<file path="src/rtl/eth_rx_frame_check.sv">
// RMII receive framer: finds the SFD, emits frame bytes with the FCS held back, and checks CRC/alignment/length.
// Define ETH_RX_MAC_FILTER_EN to accept only frames addressed to my_mac or broadcast.
module eth_rx_frame_check #(
  parameter int MIN_PREAMBLE_DIBITS = 4,
  parameter int MIN_FRAME_LEN       = 64,
  parameter int MAX_FRAME_LEN       = 1518
) (
  input  logic        clk,
  input  logic        rst_n,
  input  logic        inclk,
  input  logic [1:0]  in,
  input  logic [47:0] my_mac,
  output logic        outclk,
  output logic [7:0]  out,
  output logic        done,
  output logic        err,
  output logic        filtered
);
  localparam int          PW      = $clog2(MIN_PREAMBLE_DIBITS + 2);
  localparam logic [PW-1:0] PMIN  = PW'(MIN_PREAMBLE_DIBITS);
  localparam logic [10:0] MINL    = 11'(MIN_FRAME_LEN);
  localparam logic [10:0] MAXL    = 11'(MAX_FRAME_LEN);
  localparam logic [31:0] POLY    = 32'hedb88320;
  localparam logic [31:0] RESIDUE = 32'hdebb20e3;

  typedef enum logic [1:0] {IDLE, PREAMBLE, BODY, DROP} state_t;

  state_t          state;
  logic [PW-1:0]   pcnt;
  logic [31:0]     crc, crc_n;
  logic [1:0]      dcnt;
  logic [5:0]      shreg;
  logic [10:0]     bcnt;
  logic [7:0][7:0] q, q_n;
  logic [3:0]      depth, depth_n;
  logic [7:0]      byte_in;
  logic            len_err, emit_en, mac_rej;
  logic            track, eof, byte_done, push, pop;

  always_comb begin
    crc_n = crc;
    for (int i = 0; i < 2; i++)
      crc_n = (crc_n >> 1) ^ ((crc_n[0] ^ in[i]) ? POLY : 32'h0);
    byte_in   = {in, shreg};
    // a filter reject keeps checking the frame; a length drop stops looking at it
    track     = (state == BODY) || (state == DROP && !len_err);
    eof       = (state == BODY || state == DROP) && !inclk;
    byte_done = track && inclk && (dcnt == 2'd3);
    push      = byte_done && (state == BODY) && (bcnt != MAXL);
    pop       = emit_en && (depth > 4'd4);
    q_n       = q;
    depth_n   = depth;
    if (pop) begin
      q_n     = {8'h00, q[7:1]};
      depth_n = depth - 4'd1;
    end
    if (push) begin
      q_n[depth_n[2:0]] = byte_in;
      depth_n           = depth_n + 4'd1;
    end
    if (eof) depth_n = 4'd0;
  end

`ifdef ETH_RX_MAC_FILTER_EN
  logic [47:0] dst;
  logic        mac_hit;
  assign dst     = {byte_in, q[4], q[3], q[2], q[1], q[0]};
  assign mac_hit = (dst == my_mac) || (dst == 48'hffff_ffff_ffff);
`else
  logic unused_mac;
  assign unused_mac = ^my_mac;
  assign emit_en    = 1'b1;
  assign mac_rej    = 1'b0;
`endif

  always_ff @(posedge clk or negedge rst_n) begin
    if (!rst_n) begin
      state    <= IDLE;
      pcnt     <= '0;
      crc      <= '1;
      dcnt     <= '0;
      shreg    <= '0;
      bcnt     <= '0;
      q        <= '0;
      depth    <= '0;
      len_err  <= 1'b0;
      outclk   <= 1'b0;
      out      <= '0;
      done     <= 1'b0;
      err      <= 1'b0;
      filtered <= 1'b0;
`ifdef ETH_RX_MAC_FILTER_EN
      emit_en  <= 1'b0;
      mac_rej  <= 1'b0;
`endif
    end else begin
      outclk   <= pop;
      if (pop) out <= q[0];
      q        <= q_n;
      depth    <= depth_n;
      done     <= eof;
      err      <= eof && ((dcnt != 2'd0) || (bcnt < MINL) || (crc != RESIDUE) || len_err);
      filtered <= eof && mac_rej;
      if (track && inclk) begin
        crc   <= crc_n;
        dcnt  <= dcnt + 2'd1;
        shreg <= {in, shreg[5:2]};
      end
      if (byte_done) bcnt <= bcnt + 11'd1;
      case (state)
        IDLE:
          if (inclk && in == 2'b01) begin
            state <= PREAMBLE;
            pcnt  <= PW'(1);
          end
        PREAMBLE:
          if (!inclk) state <= IDLE;
          else if (in == 2'b01) begin
            if (pcnt < PMIN) pcnt <= pcnt + PW'(1);
          end else if (in == 2'b11 && pcnt >= PMIN) begin
            state   <= BODY;
            crc     <= '1;
            dcnt    <= '0;
            bcnt    <= '0;
            len_err <= 1'b0;
`ifdef ETH_RX_MAC_FILTER_EN
            emit_en <= 1'b0;
            mac_rej <= 1'b0;
`endif
          end else state <= IDLE;
        default: // BODY, DROP
          if (!inclk) state <= IDLE;
          else if (byte_done && bcnt == MAXL) begin
            state   <= DROP;
            len_err <= 1'b1;
          end
`ifdef ETH_RX_MAC_FILTER_EN
          else if (push && bcnt == 11'd5) begin
            if (mac_hit) emit_en <= 1'b1;
            else begin
              state   <= DROP;
              mac_rej <= 1'b1;
            end
          end
`endif
      endcase
    end
  end
endmodule

</file>
<file path="config.mk">
export PLATFORM = sky130hd
export DESIGN_NAME = eth_rx_frame_check
export DESIGN_NICKNAME = d
export VERILOG_FILES = /design/src/rtl/eth_rx_frame_check.sv
export SDC_FILE = /design/constraint.sdc
export NUM_CORES = 1
export LEC_CHECK = 0
export CORE_MARGIN = 4
export CORE_UTILIZATION = 52
export CTS_CLUSTER_DIAMETER = 50
export DETAILED_ROUTE_END_ITERATION = 6
export GPL_ROUTABILITY_DRIVEN = 0
export PLACE_DENSITY = 0.84
export SYNTH_ARGS = -nofsm -noshare
export SYNTH_HDL_FRONTEND = slang
export SYNTH_SLANG_ARGS = --single-unit
</file>
<file path="constraint.sdc">
create_clock -name clk -period 2.15 [get_ports clk]
set_input_delay 0.43 -clock clk [delete_from_list [all_inputs] [get_ports clk]]
set_output_delay 0.43 -clock clk [all_outputs]
set_load 0.01 [all_outputs]
</file>
==> run metrics, run 1 <==
row cnt 41; area grow syn2layout 18.3%; hold worst-path end out[1]$_DFFE_PN0N_; R2R depth 4; first-pass detailed-route iteration total 4; critical path depth 4; outcome finished, final reports clean; switching power 0.00150 W; crit path cell chain nor2b_1 > nor3_4 > o211ai_2 > mux2i_1; most frequent cell after synthesis mux2i_1; Yosys top cell area share between 30% and 40%; CTS tree yes; total power 0.00588 W; Die Span Y around 120 um; ratio of cells with drive above 1 in the final layout a little under a fifth; Worst R2R End q[19]$_DFF_PN0_; wire per inst between 15 and 20 um; post-synthesis mux area share 19.2%; Simple-Gate Fraction of Synth Area between 10% and 20%; DR vias between 4,000 and 5,000; Post-DP Area about 7200 um2; CTS max path bufs 2; CP max stage delay 0.56 ns; Initial DRC Count ~270; I/O pin total 65; combinational share of power slightly below 7%; initial core utilization 52.8%; Placeable Area between 10,000 and 15,000 um2; sequential share of the synthesized area 51.9%; asr flop ratio synth between 90% and 100%; grt met1 use 24.8%; CP required 2.48 ns; Hold WC Path Type reg2reg; CP Launch Type flop; htree depth 4; Hold Crit Start out[1]$_DFFE_PN0N_; maximum capacitance violations 0; fin crit share between 90% and 100%; Synthesized Nets approximately 660; TritonCTS Buffers 17; flops & latches, synth 136; Reg clk slew, reported paths ~0.060 ns; met2 Track Usage GR 35.2%; Crit Path Max Fanout 14; Final Hold Fails 0; endpoint class of the critical path flop; cell family with most CP delay flip-flops; Die W 121 um; Fillers 950; fin crit period between 2 and 2.5 ns; largest net degree at the start of global routing 54; Slew Viols, Final 0; area leader, netlist dfrtp_1; Port Buffers 15; Crit path buffers/inverters 0; Clk pwr share 46.0%; # DRC 0; r2r startpoint depth[2]$_DFF_PN0_; Finished Cell Area a little under 8000 um2; Arr. time, crit path 2.40 ns; CP max-delay cell dfrtp_1; global route overflow 0; via-per-instance ratio approximately 5.6; top cells by area, synth dfrtp_1, mux2i_1, dfstp_2, nand2_1, xor2_1; largest family of logic cells by synthesized area multiplexers; Pint 0.00439 W; hold path depth 2; synth warn 0; first-pass GRT wire length 23,800 um; Seq pwr share roughly 47%; Worst Max-Slew Pin Slew approximately 0.66 ns; Clock Sinks ~140; Post-Synthesis Cells around 600; Routed Antenna Nets 0; fin nets 696; Total GRT Usage between 20% and 30%; synth unique cells 56; initial antenna violation count 0; XOR/XNOR Fraction of Synth Area under 10%; worst reg-to-reg setup slack 0.08 ns; clk_lat worst skew roughly 0.43 ns; Syn Area/Cell 11.1 um2; Leakage around 4 nW; Final setup viols 0; number of synthesized flops with an enable pin 0; Post-Route Skew slightly above 0.009 ns; peak supply drop 718 uV; ys flop type dfrtp_1; Synth Area in Adders 1.32%; Sw Share between 20% and 30%; GR peak layer met2; GR Util met3 roughly 4.8%; clk root buf clkbuf_16; RSZ-0062 raised after global routing true; Slew HR roughly 56%; diode count 0; Synth Area in Compound Gates between 6 and 7%; f_max just under 0.5 GHz; vias in the first global route 4,865; post-DP HPWL 8600 um; Pwr Density between 700 and 800 nW/um2; DRT Wirelength ~14,000 um; Setup CP Type reg2reg; cell area after synthesis ~6600 um2; die area ~15,000 um2; commonest cells in the netlist mux2i_1, dfrtp_1, nand2_1, dfstp_2, nand3_1
-- routing by layer --
metal | wire length [um] | share of wire, % | vias up
met2 | 7430 | 54 | 84
li1 | - | - | 2192
met1 | 5650 | 41 | 2331
met4 | 224 | 1.6 | 0
met3 | 494 | 3.6 | 22
met5 | 0 | 0 | -
-- tightest hold or removal path, delay by kind of cell (launching register included) --
kind | cells | cell delay [ns]
flip-flops | 1 | 0.34
AND/OR/NAND/NOR | 2 | 0.10
-- flip-flops by register name, indices dropped and copies added (netlist names) --
register and flops:
pcnt 3, out 8, len_err 1, dcnt 2, bcnt 11, crc 32, outclk 1, done 1
depth 4, state 2, q 64, shreg 6, err 1
-- power by group through the flow --
| stage | clock, W | sequential [W] | combinational (W) |
|---|---|---|---|
| 6_report | 0.00271 | 0.00277 | 0.000407 |
| 3_5_place_dp | 0 | 0.00281 | 0.000402 |
| 5_1_grt | 0.00287 | 0.00278 | 0.000459 |
| 2_1_floorplan | 0 | 0.00279 | 0.000241 |
| 3_3_place_gp | 0 | 0.00280 | 0.000376 |
| 4_1_cts | 0.00275 | 0.00277 | 0.000410 |
-- cell usage in the layout, fill, tap and decap left out, types with 2 or more instances in the layout --
master | netlist | final
o21ai_0 | 16 | 16
clkinv_1 | 7 | 7
inv_6 | 0 | 4
nor3_1 | 9 | 9
mux2i_1 | 127 | 127
buf_4 | 1 | 20
or3_1 | 3 | 3
a21oi_1 | 18 | 18
nor4_1 | 3 | 3
nor2_1 | 13 | 13
and3_1 | 3 | 3
clkinvlp_4 | 0 | 3
dfrtp_1 | 104 | 104
clkinv_4 | 0 | 5
nand4_2 | 3 | 3
and4b_1 | 2 | 2
clkbuf_16 | 0 | 18
inv_1 | 13 | 12
buf_12 | 0 | 9
o211ai_2 | 4 | 4
dfstp_2 | 32 | 32
nand2b_1 | 3 | 3
xnor2_1 | 6 | 6
nand3_1 | 19 | 19
nor4b_1 | 2 | 2
or4_1 | 2 | 2
nand4b_1 | 5 | 5
nand4_1 | 7 | 7
xnor2_2 | 3 | 3
nand2_1 | 97 | 97
clkdlybuf4s50_1 | 0 | 14
ha_1 | 7 | 6
buf_6 | 1 | 2
a211o_1 | 2 | 2
xor2_1 | 18 | 18
o211ai_1 | 16 | 16
and2_1 | 3 | 3
-- worst max-delay path by stage --
stage / endpoint / startpoint / slack [ns]
5_1_grt: q[55]$_DFF_PN0_ / depth[2]$_DFF_PN0_ / -0.04
6_report: q[19]$_DFF_PN0_ / depth[2]$_DFF_PN0_ / 0.08
3_3_place_gp: q[2]$_DFF_PN0_ / inclk / -0.1
3_5_place_dp: q[0]$_DFF_PN0_ / inclk / -0.13
2_1_floorplan: q[24]$_DFF_PN0_ / depth[0]$_DFF_PN0_ / 0.06
4_1_cts: q[52]$_DFF_PN0_ / depth[0]$_DFF_PN0_ / 0.04
-- repair_timing --
| action | in CTS | in global routing |
|---|---|---|
| buffers inserted | 0 | 1 |
| hold buffers | 1 | 0 |
| resized for setup | 3 | 4 |
| cloned | 1 | 1 |
| endpoints found under the hold margin | 44 | 0 |
| setup endpoints to repair | 32 | 53 |
| pin swaps | 0 | 1 |
-- cell families after synthesis --
kind of cell               Yosys count
muxes                              127
DFF                                136
xor gates and xnor gates            27
and+or+nand+nor                    188
other                                1
adders and majority gates            7
AOI/OAI and AO/OA                   63
buffers and inverters               50
-- cell type report --
cell class / count / area (um2) / share of cell area, %
sequential: 136 / 3440 / 43.8
multi-input combinational: 413 / 3010 / 38.3
timing repair buffer: 48 / 556 / 7.07
clock buffer: 18 / 439 / 5.59
tap: 172 / 215 / 2.74
clock inverter: 14 / 118 / 1.50
inverter: 20 / 75.1 / 0.956
-- per-stage QoR --
| stage | cells | setup slack, ns | hold slack (ns) | TNS, ns | utilization [%] |
|---|---|---|---|---|---|
| floorplan | 599 | 0.0564 | 0.134 | 0 | - |
| global placement | 785 | -0.0981 | 0.414 | -3.09 | 57.3 |
| detailed placement | 785 | -0.126 | 0.416 | -4.12 | 57.3 |
| CTS | 819 | 0.0430 | 0.469 | 0 | 62.2 |
| global route | 821 | -0.0421 | 0.493 | -0.257 | 62.5 |
| finish | 821 | 0.0838 | 0.467 | 0 | 62.5 |
Note: power is estimated with default switching activity, not from simulation.
==> run 2, diff against run 1 <==
--- a/config.mk
+++ b/config.mk
@@ -10,7 +10,7 @@
 export CTS_CLUSTER_DIAMETER = 50
 export DETAILED_ROUTE_END_ITERATION = 6
 export GPL_ROUTABILITY_DRIVEN = 0
-export PLACE_DENSITY = 0.84
+export PLACE_DENSITY = 0.75
 export SYNTH_ARGS = -nofsm -noshare
 export SYNTH_HDL_FRONTEND = slang
 export SYNTH_SLANG_ARGS = --single-unit
==> run 2 against run 1 <==
Combinational power increased by 2%. Sequential share of layout area shrank 0.60 points. Design area rose by 1.4%. Clock skew is 0.0018 ns higher. Worst hold slack worse by 0.0031 ns. First-iteration DRC count is 17% higher. Fmax up 2.0%. Core utilization increased by 0.87 points. Clock power rose by 4%.
==> run metrics, run 2 (synthesized netlist as in run 1, its figures left out) <==
outcome finished, final reports clean (unchanged); met2 WL 6700 um (was 7430 um); cell family with most CP delay simple AND/OR/NAND/NOR gates (was flip-flops); Slew Viols, Final 0 (unchanged); Crit path buffers/inverters 2 (was 0); Die W 121 um (unchanged); clk_lat worst skew 0.43 ns (about the same); f_max 0.494 GHz (was 0.484 GHz); maximum capacitance violations 0 (unchanged); Routed Antenna Nets 0 (unchanged); fin crit period 2.03 ns (was 2.07 ns); fin nets 701 (was 696); Reg clk slew, reported paths 0.06 ns (about the same); Multi-input gate area 3050 um2 (was 3010 um2); Hold WC Path Type reg2reg (unchanged); post-DP HPWL 8400 um (was 8600 um); Initial DRC Count 310 (was 265); Fillers 978 (was 950); Crit Path Max Fanout 8 (was 14); most common cell after layout, fill and taps aside mux2i_1 (unchanged); Die Span Y 121 um (unchanged); DR vias 4,520 (was 4,629); Clock Sinks 136 (unchanged); ratio of cells with drive above 1 in the final layout 18.8% (was 18.0%); I/O pin total 65 (unchanged); met3 wire length 336 um (was 494 um); wire per inst 16.0 um (was 16.8 um); row cnt 41 (unchanged); TritonCTS Buffers 17 (unchanged); via-per-instance ratio 5.47 (was 5.64); worst setup margin 0.125 ns (was 0.0838 ns); Final Hold Fails 0 (unchanged); # DRC 0 (unchanged); CP required 2.48 ns (about the same); largest registers q: 64 flops, crc: 32 flops, bcnt: 11 flops (unchanged); die area 14,600 um2 (unchanged); number of flip-flops in the largest register 64 (unchanged); CP Launch Type flop (unchanged); initial core utilization 52.8% (unchanged); Setup TNS 0 ns (unchanged); vias in the first global route 4,592 (was 4,865); CP max stage delay 0.48 ns (was 0.56 ns); endpoint class of the critical path flop (unchanged); Largest Register q (unchanged); CTS tree yes (unchanged); most frequent cells in the layout mux2i_1, dfrtp_1, nand2_1 (unchanged); RSZ-0062 raised after global routing false (was true); Pwr Density 753 nW/um2 (was 749 nW/um2); Post-Layout Cell Count 826 (was 821); met1 wire length 5980 um (was 5650 um); Total GRT Usage 19.4% (was 20.3%); diode count 0 (unchanged); DP Worst Slack -0.117 ns (was -0.126 ns); Final setup viols 0 (unchanged); Sequential Area 3440 um2 (unchanged); htree depth 4 (unchanged); largest net degree at the start of global routing 56 (was 54); Arr. time, crit path 2.35 ns (was 2.40 ns); peak supply drop 608 uV (was 718 uV); first-pass GRT wire length 22,400 um (was 23,800 um); clk root buf clkbuf_16 (unchanged); Leakage 4.07 nW (was 4.05 nW); first-pass detailed-route iteration total 4 (unchanged); fin crit share 94.2% (was 96.1%); CTS max path bufs 2 (unchanged); WHS 0.464 ns (was 0.467 ns); global route overflow 0 (unchanged); Placed Cells 789 (was 785); DRT Wirelength 13,300 um (was 13,800 um); Top Metal Used met4 (unchanged); Setup CP Type reg2reg (unchanged); Port Buffers 15 (unchanged); CP max-delay cell or4bb_1 (was dfrtp_1); initial antenna violation count 0 (unchanged); area grow syn2layout 20.0% (was 18.3%); crit path cell chain inv_2 > ha_4 > or4bb_1 > o211ai_1 > o211ai_2 > buf_12 > mux2i_2 (was nor2b_1 > nor3_4 > o211ai_2 > mux2i_1); Placeable Area 12,600 um2 (unchanged); Post-Route Skew 0.0110 ns (was 0.00919 ns)
[run 2: worst paths after layout]
path | cells after the start | startpoint | to | slack [ns]
setup / recovery | 7 | depth[0]$_DFF_PN0_ | q[50]$_DFF_PN0_ | 0.12
hold / removal | 2 | out[3]$_DFFE_PN0N_ | out[3]$_DFFE_PN0N_ | 0.46
setup reg to reg | 7 | depth[0]$_DFF_PN0_ | q[50]$_DFF_PN0_ | 0.12
hold reg to reg | 2 | out[3]$_DFFE_PN0N_ | out[3]$_DFFE_PN0N_ | 0.46
max in group asynchronous | 3 | rst_n | q[57]$_DFF_PN0_ | 1.04
min in group asynchronous | 2 | rst_n | q[38]$_DFF_PN0_ | 0.48
[run 2: worst min-delay path: stages (launching register included)]
cell     delay (ns)
dfrtp_1        0.34
nand2_1        0.05
nand2_1        0.04
[run 2: layout make-up]
cell class | instances | area share [%]
clock buffer | 20 | 5.74
timing repair buffer | 53 | 7.62
inverter | 20 | 0.943
sequential | 136 | 43.2
tap | 172 | 2.70
clock inverter | 12 | 1.48
multi-input combinational | 413 | 38.3
[run 2: metal layers]
| layer | vias up | GRT usage, % |
|---|---|---|
| li1 | 2197 | - |
| met1 | 2259 | 25.0 |
| met2 | 44 | 31.9 |
| met3 | 20 | 4.29 |
| met4 | 0 | 7.72 |
| met5 | - | 0 |
[run 2: stage by stage]
step                power [W]  util (%)  instance area [um2]
floorplan             0.00303         -                 6640
global placement      0.00319      57.7                 7250
detailed placement    0.00321      57.7                 7250
CTS                   0.00604      62.8                 7900
global route          0.00624      63.3                 7960
finish                0.00599      63.3                 7960
[run 2: report_power, final]
part	internal [W]	total, W	switching (W)
Sequential	0.00269	0.00277	0.0000751
Clock	0.00167	0.00281	0.00114
Combinational	0.000178	0.000417	0.000239
Total	0.00454	0.00599	0.00146
[run 2: timing repair]
action | 4_1_cts | 5_1_grt
gates resized for setup | 3 | 8
hold buffers | 1 | 0
setup endpoints to repair | 9 | 29
hold endpoints to repair | 25 | 0
setup buffers | 1 | 1
pin swaps | 2 | 3
cloned | 1 | 1
